`config.mk`:
```
export PLATFORM = sky130hd
export DESIGN_NAME = mem_port_arbiter
export DESIGN_NICKNAME = d
export VERILOG_FILES = /design/src/rtl/mem_port_arbiter.sv
export SDC_FILE = /design/constraint.sdc
export NUM_CORES = 1
export LEC_CHECK = 0
export ABC_AREA = 1
export CORE_MARGIN = 2
export CORE_UTILIZATION = 55
export DETAILED_ROUTE_END_ITERATION = 10
export PLACE_DENSITY = 0.82
export SLEW_MARGIN = 20
export SYNTH_ARGS = -nofsm -noshare
export SYNTH_HDL_FRONTEND = slang
export SYNTH_SLANG_ARGS = --single-unit
export TNS_END_PERCENT = 20
```
`constraint.sdc`:
```
create_clock -name CLK -period 2.5 [get_ports CLK]
set_clock_uncertainty 0.1 [all_clocks]
set_input_delay 0.25 -clock CLK [delete_from_list [all_inputs] [get_ports CLK]]
set_output_delay 0.25 -clock CLK [all_outputs]
set_load 0.02 [all_outputs]
```
`src/rtl/mem_port_arbiter.sv`:
```
// mem_port_arbiter: round-robin owner of the single memory port, fetch (A) vs load/store (B)
module mem_port_arbiter #(
  parameter int TIMEOUT  = 15,
  parameter int CNT_SIZE = 8
) (
  input  logic CLK,
  input  logic RST,
  input  logic REQ_A,
  input  logic WE_A,
  input  logic REQ_B,
  input  logic WE_B,
  input  logic MEM_READY,
  output logic SEL,
  output logic GNT_A,
  output logic GNT_B,
  output logic MEM_REQ,
  output logic MEM_WE,
  output logic DONE_A,
  output logic DONE_B,
  output logic ERR
);
  typedef enum logic [1:0] {IDLE, BUSY_A, BUSY_B} state_t;
  state_t state, state_n;
  logic [CNT_SIZE-1:0] cnt, cnt_n;
  logic last, last_n, sel_n, we_n, done_a_n, done_b_n, err_n;
  logic eff_a, eff_b, fin;
  assign eff_a = REQ_A && !DONE_A;
  assign eff_b = REQ_B && !DONE_B;
  assign fin = MEM_READY || cnt == CNT_SIZE'(TIMEOUT - 1);
  // next state: grant in IDLE with last-served tie-break, finish on ready or expiry
  always_comb begin
    state_n = state;
    cnt_n = cnt;
    last_n = last;
    sel_n = SEL;
    we_n = MEM_WE;
    done_a_n = 1'b0;
    done_b_n = 1'b0;
    err_n = 1'b0;
    if (state == IDLE) begin
      if (eff_a && (!eff_b || last)) begin
        state_n = BUSY_A;
        sel_n = 1'b0;
        we_n = WE_A;
        last_n = 1'b0;
        cnt_n = '0;
      end else if (eff_b) begin
        state_n = BUSY_B;
        sel_n = 1'b1;
        we_n = WE_B;
        last_n = 1'b1;
        cnt_n = '0;
      end
    end else if (fin) begin
      state_n = IDLE;
      we_n = 1'b0;
      cnt_n = '0;
      done_a_n = state == BUSY_A;
      done_b_n = state == BUSY_B;
      err_n = !MEM_READY;
    end else begin
      cnt_n = cnt + CNT_SIZE'(1);
    end
  end
  // state and registered outputs; reset abandons any access silently
  always_ff @(posedge CLK) begin
    if (RST) begin
      state <= IDLE;
      cnt <= '0;
      last <= 1'b1;
      SEL <= 1'b0;
      GNT_A <= 1'b0;
      GNT_B <= 1'b0;
      MEM_REQ <= 1'b0;
      MEM_WE <= 1'b0;
      DONE_A <= 1'b0;
      DONE_B <= 1'b0;
      ERR <= 1'b0;
    end else begin
      state <= state_n;
      cnt <= cnt_n;
      last <= last_n;
      SEL <= sel_n;
      GNT_A <= state_n == BUSY_A;
      GNT_B <= state_n == BUSY_B;
      MEM_REQ <= state_n != IDLE;
      MEM_WE <= we_n;
      DONE_A <= done_a_n;
      DONE_B <= done_b_n;
      ERR <= err_n;
    end
  end
endmodule

```
==> flow_summary.yaml <==
global_routing:
  grt_max_degree: 12
  antenna_found_initial: 0
  grtUsageTotal: 0.211
  grt_pass1_vias: 705
  grt_pass1_wl_um: 2990
  grt.overflow.total: 0
timing:
  slew-limit-headroom: 0.786
  setup_viol: 0
  fin_ws_ns: 0.890
  worstMarginPinSlew_ns: 0.319
  period_share: 0.644
  finalSetupTns_ns: 0
  final_hold_viol_count: 0
  hold-worst-slack_ns: 0.378
  drv_slew: 0
  period_needed_ns: 1.61
  rsz0062_at_grt: "false"
  max_freq_mhz: 621
routing:
  wl_per_cell_um: 10.9
  drc: 0
  firstDrtPassIters: 4
  num_vias: 820
  ant_nets: 0
  viasPerCell: 5.03
  drt_wl_total_um: 1770
  drt_iter0_drc: 25
finish:
  drive_gt1_frac: 0.143
  final_nets: 157
  largest_register: "cnt"
  area_growth_pct: 19.9
  stdcell_count: 163
  reg_top3: "cnt (8), state (2)"
  stdcell_area_um2: 1110
  n_antenna_cell: 0
  largest_register_ffs: 8
worst_setup_path:
  arrival_ns: 1.26
  required_ns: 2.15
  crit_fanout: 2
  critPathTopFamily: "buffers and inverters"
  critPathSlowestCell: "clkdlybuf4s50_1"
  path_buf_inv: 1
  cp-end-kind: "output port"
  worstSetupPathDepth: 1
  r2r_cells: 9
  max_stage_delay_ns: 0.61
  crit_chain: "clkdlybuf4s50_1"
  setup.worst_path.start_class: "flip-flop"
  critical_path_class: "flip-flop to output port"
synthesis:
  yosysSeqAreaShare: 0.411
  yosys.cell_types.count: 21
  synthMuxAreaShare: 0
  synth_compound_area_frac: 0.0988
  yosysWarnings: 0
  synth_nets: 139
  synth_xor_area_frac: 0.00947
  synth_area_um2: 925
  synth-seq-cells: 19
  synthAdderAreaFrac: 0.0271
  syn_area_per_cell_um2: 7.11
  synth_top_family_by_area: "simple AND/OR/NAND/NOR gates"
  syn-instance-count: 130
  yosys.area_share.simple: 0.352
cts:
  clockBufferDepth: 2
  clk_pin_slew_ns: 0.11
  cts_resized: 0
  cts_buffers: 3
  hold_buffers: 0
  cts_tree: "done"
  cts_setup_buffers: 0
  cts_sinks: 19
  htree_levels: 1
  clk_latency_ns: 0.30
  cts_root_buf: "clkbuf_4"
floorplan:
  die_area_um2: 2030
  die_x_um: 45
  core_um2: 1540
  die_y_um: 45
  ios: 15
  std_cell_rows: 14
  initial_core_util: 0.600
hold_path:
  hold_path_class: "flip-flop to flip-flop"
  whs_path_depth: 2
placed_design:
  io_buffers: 14
  dpl.cell_count: 159
  dpl_cell_area_um2: 1080
  post-place-ws_ns: 0.817
  hpwl_um: 1380
  gp_congestion: 0.823
status:
  status: "finished clean"
pwr:
  leakagePower_nw: 0.477
  ir_worst_vdd_mv: 0.374
  power_density_nw_per_um2: 560
run:
  cap_violations: 0
## layout make-up
type,instances,area [um^2]
Multi-Input combinational cell,86,450
Fill cell,121,433
Sequential cell,19,380
Timing Repair Buffer,14,140
Inverter,24,90.1
Clock buffer,3,22.5
Tap cell,16,20.0
Clock inverter,1,5.00
## cell usage after synthesis, drive strengths merged
cell type	n	area share
nor2	24	0.12
nor3	2	0.011
xor2	1	0.0095
inv	24	0.097
nand4	3	0.020
nand3b	1	0.0081
dfxtp	19	0.41
ha	2	0.027
o211ai	1	0.0081
a21oi	7	0.050
nand3	10	0.065
nand2	29	0.13
o21ai	6	0.041
clkbuf	1	0.0041
## cell families (layout without fill, tap and decap cells)
kind of cell,after synthesis,after routing
and+or+nand+nor,69,69
buffers and inverters,25,42
DFF,19,19
AOI/OAI and AO/OA,14,14
adders and majority gates,2,2
xor gates and xnor gates,1,1
## worst paths after layout
| kind | from | endpoint | slack [ns] |
|---|---|---|---|
| min reg2reg | MEM_WE$_SDFFE_PP0P_ | MEM_WE$_SDFFE_PP0P_ | 0.38 |
| max | SEL$_SDFFE_PP0P_ | SEL | 0.89 |
| max reg2reg | cnt[0]$_SDFFE_PP0P_ | cnt[5]$_SDFFE_PP0P_ | 0.99 |
| min | MEM_WE$_SDFFE_PP0P_ | MEM_WE$_SDFFE_PP0P_ | 0.38 |
## per-stage QoR
| step | utilization | power (mW) |
|---|---|---|
| final | 0.719 | 0.620 |
| after detailed placement | 0.701 | 0.473 |
| after global placement | 0.701 | 0.471 |
| after floorplan | - | 0.427 |
| after CTS | 0.719 | 0.628 |
| after global routing | 0.719 | 0.651 |
## power by group
group / total (mW) / switching, mW / leakage, nW / internal, mW
Sequential: 0.334 / 0.0116 / 0.155 / 0.322
Clock: 0.154 / 0.0939 / 0.0177 / 0.0597
Combinational: 0.133 / 0.0790 / 0.305 / 0.0541
## cell usage in the layout (no fill, tap or decap)
cell type and n:
nor2_2 4, clkdlybuf4s50_1 14, a21oi_1 6, nand3_2 2
o21ai_2 2, inv_2 2, inv_1 22, nand3_1 8
nand2_1 24, ha_1 2, dfxtp_1 19, nor2_1 19
a21oi_4 1, nand2_2 5, nand3b_1 1, nor2_4 1
o211ai_1 1, o21ai_0 4, nand4_1 3, xor2_1 1
clkinv_2 1, clkbuf_4 3, nor3_1 2
## routing by layer
layer	track usage	share of wire
met5	0	0
met4	0.124	0.024
met3	0.0360	0.071
met2	0.303	0.43
met1	0.297	0.47
Power figures use the tool's default switching activity.
